[src/rtl/gfx_mem_arbiter.sv]
// Pixel-memory arbiter: engine + display requests onto one frame-buffer RAM.
// Display has priority; a starvation limiter guarantees engine progress.
module gfx_mem_arbiter #(
    parameter int ADDR_W       = 16,
    parameter int DATA_W       = 32,
    parameter int STARVE_LIMIT = 8
) (
    input  logic                clk,
    input  logic                rst_,
    input  logic [DATA_W-1:0]   eng_data,
    input  logic [ADDR_W-1:0]   eng_addr,
    input  logic [DATA_W/8-1:0] eng_wben,
    input  logic                eng_op,
    input  logic                eng_rts,
    output logic                eng_rtr,
    input  logic [ADDR_W-1:0]   disp_addr,
    input  logic                disp_rts,
    output logic                disp_rtr,
    output logic                mem_en,
    output logic [DATA_W/8-1:0] mem_we,
    output logic [ADDR_W-1:0]   mem_addr,
    output logic [DATA_W-1:0]   mem_wdata,
    input  logic [DATA_W-1:0]   mem_rdata,
    output logic [DATA_W-1:0]   out_bcast_data,
    output logic                out_xfc_eng,
    output logic                out_xfc_disp
);

    localparam logic [7:0] LIMIT = 8'(STARVE_LIMIT);

    logic [7:0] starve_cnt;
    logic       starved;
    logic       eng_go;
    logic       disp_go;

    // tag = {valid, is_read, src}; src 1 = engine, 0 = display
    logic       tag1_valid;
    logic       tag1_read;
    logic       tag1_src;
    logic       tag2_valid;
    logic       tag2_read;
    logic       tag2_src;

    assign starved = (starve_cnt == LIMIT);
    assign eng_go  = eng_rts && eng_rtr;
    assign disp_go = disp_rts && disp_rtr;

    // Grant: display first unless the engine has waited out the limit
    always_comb begin
        eng_rtr  = 1'b0;
        disp_rtr = 1'b0;
        if (rst_) begin
            if (disp_rts && !(eng_rts && starved)) begin
                disp_rtr = 1'b1;
            end else if (eng_rts) begin
                eng_rtr = 1'b1;
            end
        end
    end

    // Count display grants taken while the engine is waiting
    always_ff @(posedge clk or negedge rst_) begin
        if (!rst_) begin
            starve_cnt <= '0;
        end else if (!eng_rts || eng_go) begin
            starve_cnt <= '0;
        end else if (disp_go && !starved) begin
            starve_cnt <= starve_cnt + 8'd1;
        end
    end

    // Issue stage: register the granted request onto the RAM port
    always_ff @(posedge clk or negedge rst_) begin
        if (!rst_) begin
            mem_en    <= 1'b0;
            mem_we    <= '0;
            mem_addr  <= '0;
            mem_wdata <= '0;
        end else if (eng_go) begin
            mem_en   <= 1'b1;
            mem_addr <= eng_addr;
            if (eng_op) begin
                mem_we    <= eng_wben;
                mem_wdata <= eng_data;
            end else begin
                mem_we <= '0;
            end
        end else if (disp_go) begin
            mem_en   <= 1'b1;
            mem_we   <= '0;
            mem_addr <= disp_addr;
        end else begin
            mem_en <= 1'b0;
            mem_we <= '0;
        end
    end

    // Tag pipeline travelling alongside the issue and the RAM latency
    always_ff @(posedge clk or negedge rst_) begin
        if (!rst_) begin
            tag1_valid <= 1'b0;
            tag1_read  <= 1'b0;
            tag1_src   <= 1'b0;
            tag2_valid <= 1'b0;
            tag2_read  <= 1'b0;
            tag2_src   <= 1'b0;
        end else begin
            tag1_valid <= eng_go || disp_go;
            tag1_read  <= eng_go ? !eng_op : disp_go;
            tag1_src   <= eng_go;
            tag2_valid <= tag1_valid;
            tag2_read  <= tag1_read;
            tag2_src   <= tag1_src;
        end
    end

    // Return stage: capture read data and strobe its owner
    always_ff @(posedge clk or negedge rst_) begin
        if (!rst_) begin
            out_bcast_data <= '0;
            out_xfc_eng    <= 1'b0;
            out_xfc_disp   <= 1'b0;
        end else begin
            out_xfc_eng  <= tag2_valid && tag2_read && tag2_src;
            out_xfc_disp <= tag2_valid && tag2_read && !tag2_src;
            if (tag2_valid && tag2_read) begin
                out_bcast_data <= mem_rdata;
            end
        end
    end

endmodule

[config.mk]
export PLATFORM = sky130hd
export DESIGN_NAME = gfx_mem_arbiter
export DESIGN_NICKNAME = d
export VERILOG_FILES = /design/src/rtl/gfx_mem_arbiter.sv
export SDC_FILE = /design/constraint.sdc
export NUM_CORES = 1
export LEC_CHECK = 0
export CORE_UTILIZATION = 30
export DETAILED_ROUTE_END_ITERATION = 8
export GPL_TIMING_DRIVEN = 0
export HOLD_SLACK_MARGIN = 0.12
export SETUP_SLACK_MARGIN = 0.2
export SLEW_MARGIN = 20
export SYNTH_ARGS = -nofsm -noshare
export SYNTH_HDL_FRONTEND = slang
export SYNTH_SLANG_ARGS = --single-unit
export TNS_END_PERCENT = 1
[constraint.sdc]
create_clock -name clk -period 3.73 [get_ports clk]
set_clock_uncertainty 0.15 [all_clocks]
set_input_delay 1.119 -clock clk [delete_from_list [all_inputs] [get_ports clk]]
set_output_delay 1.119 -clock clk [all_outputs]
set_load 0.02 [all_outputs]
==> flow_summary.toml <==
[synthesis]
syn_area_mm2 = 0.004045
yosys.area.top_type = "dfrtp_1"
synth-seq-cells = 100
ys_types = 34
yosys-top-cells-area = "dfrtp_1 (62%), mux2_4 (11%), mux2_2 (9.5%)"
syn-num-nets = 373
ys_seq_area_frac = 0.6186
avgSynthCellArea_um2 = 15.21
synth_top_area_share = 0.6186
synthCells = 266
synth_warnings = 0

[clock_tree]
cts_sinks = 100
root_buffer = "clkbuf_16"
clk_pin_slew_ns = 0.07
cts_tree = "yes"
clk_latency_ns = 0.34
hold_buffers = 0
cts_buffers = 9
clockBufferDepth = 2
cts_htree_levels = 3

[run_status]
outcome = "completed"

[sta]
setup_violations = 0
tightest_slew_ns = 0.7062
fmax_mhz = 290.7
min_period_ns = 3.440
slew_violations = 0
finalHoldViolations = 0
post-route-period-util = 0.9222
relSlewSlack = 0.5261
rsz0062_at_grt = "false"
finalSetupTns_ns = 0

[critical_path]
path_max_fanout = 5
path_class = "in2out"
r2r_slack_ns = 1.56
crit_required_ns = 2.46
slowest_stage = "clkdlybuf4s15_2"
arrival_ns = 2.17
path_cells = "clkdlybuf4s15_2 > a21boi_4 > nor3_4 > buf_6 > clkdlybuf4s15_2"
crit_top_cell = "clkdlybuf4s15_2"
crit_path_end_kind = "output pin"
cp-start-kind = "input pin"
slowest_delay_ns = 0.25

[flow_run]
drv_cap = 0

[cells_and_area]
diodes = 0
multi_input_area_mm2 = 0.001483
fin_util = 0.5022
final_cells = 657
final_common_cell = "clkdlybuf4s50_1"
regArea_mm2 = 0.002502
final_area_mm2 = 0.006624
area_growth_pct = 63.75
drive_gt1_frac = 0.2162
mostFrequentLayoutCells = "clkdlybuf4s50_1 (188), dfrtp_1 (100), mux2_2 (34)"
final_nets = 583
fill_cells = 1204

[placed_design]
place_congestion = 0.7675
hpwlAfterDp_um = 7181
io_buffers = 192
dpl_cell_area_mm2 = 0.006208
place_inst = 635

[global_route]
track_usage = 0.1546
grt_overflow_total = 0
grt_pass1_wl_um = 16670
antenna_found_initial = 0
grt_max_degree = 44
grt_pass1_vias = 3211

[detailed_routing]
detail_route.wl_per_cell_um = 15.47
route.detailed.drc = 0
avgViaCountPerCell = 4.492
drt_iter0_drc = 131
drt_wl_total_um = 10170
ant_nets = 0
first_pass_iters = 4
vias = 2951

[pwr]
p_leak_nw = 2.995
vdd_ir_drop_max_v = 0.0001983
total_power_w = 0.003285
powerDensity_mw_per_mm2 = 495.9

[floorplanning]
die_area_mm2 = 0.01395
core-area_mm2 = 0.01319
num_rows = 42
fp.dieH_um = 118.1
start_util = 0.3067
die_x_um = 118.1
io_pins = 194

[min_path]
hp-class = "reg2reg"
## synthesized netlist by cell type
| cell | number |
|---|---|
| dfrtp_1 | 100 |
| mux2_2 | 34 |
| mux2_4 | 30 |
| a21o_1 | 16 |
| a22o_1 | 16 |
| nor2_1 | 11 |
| inv_1 | 6 |
| nand2_1 | 6 |
| and3_1 | 5 |
| xnor2_1 | 4 |
| buf_1 | 3 |
| buf_2 | 3 |
| buf_6 | 3 |
| nand3_1 | 3 |
| nor3_1 | 3 |
| a21oi_1 | 2 |
| clkbuf_1 | 2 |
| ha_1 | 2 |
| o21ai_0 | 2 |
| a211oi_1 | 1 |
| a21boi_2 | 1 |
| a22oi_1 | 1 |
| a2bb2oi_1 | 1 |
| a31oi_2 | 1 |
| and4bb_4 | 1 |
| mux2i_1 | 1 |
| nand4_1 | 1 |
| nand4b_4 | 1 |
| nor3_4 | 1 |
| nor4_1 | 1 |
| o21a_1 | 1 |
| o21ai_1 | 1 |
| or3_1 | 1 |
| xor2_1 | 1 |
## worst paths after layout
path | start | to | cells after the start
worst max-delay path | disp_rts | eng_rtr | 5
worst min-delay path | tag1_src | tag2_src | 0
worst max register to register | starve_cnt[0] | mem_wdata[7] | 7
worst min register to register | tag1_src | tag2_src | 0
max in group asynchronous | rst_ | mem_wdata[29] | 2
min in group asynchronous | rst_ | mem_wdata[4] | 1
## report_power, final
group / internal, W / total [W] / switching (W)
clock: 0.000490 / 0.000887 / 0.000398
combinational: 0.000601 / 0.00103 / 0.000434
sequential: 0.00127 / 0.00136 / 0.0000951
## logic make-up after synthesis
family | after synthesis | share of synthesized area
AOI/OAI and AO/OA | 43 | 0.08413
xor gates and xnor gates | 5 | 0.01083
adders and majority gates | 2 | 0.006185
buffers and inverters | 17 | 0.02227
DFF | 100 | 0.6186
muxes | 65 | 0.2085
and+or+nand+nor | 34 | 0.04949
## area by class of cell
cell class,count,share of cell area
inverter,6,0.003967
multi-input combinational,149,0.2238
clock buffer,13,0.03929
sequential,100,0.3778
tap,176,0.03325
timing repair buffer,199,0.3070
buffer,11,0.01171
clock inverter,3,0.003211
## sequential cells by signal, indices dropped and copies added (netlist names)
name	cells
mem_wdata	32
out_bcast_data	32
mem_addr	16
starve_cnt	8
mem_we	4
mem_en	1
out_xfc_disp	1
out_xfc_eng	1
tag1_read	1
tag1_src	1
tag2_read	1
tag2_src	1
tag2_valid	1
## timing repair
item	4_1_cts	5_1_grt
setup endpoints to repair	2	1
endpoints found under the hold margin	0	0
cloned	1	0
setup buffers	2	3
resized for setup	21	1
pin swaps	1	0
## worst max-delay path: cells and delay by family
family | cells | cell delay [ns]
compound gates | 1 | 0.18
buf+inv | 3 | 0.62
simple gates | 1 | 0.24
## routing by layer
metal  share of wire  global-route usage  wire (um)  vias to the layer above
li1                -                   -          -                     1367
met5               0                   0          0                        -
met2            0.48              0.2489       4835                      124
met1            0.43              0.1889       4360                     1444
met4           0.021             0.07612        217                        0
met3           0.074             0.04506        753                       16
## metrics by stage
stage / worst slack [ns] / hold slack (ns)
floorplan: 0.4540 / 0.1812
global placement: -5.209 / 0.1864
detailed placement: -0.9061 / 0.1963
CTS: 0.2703 / 0.2095
global route: 0.2035 / 0.2186
finish: 0.2901 / 0.2072
Note: power is estimated with default switching activity, not from simulation.
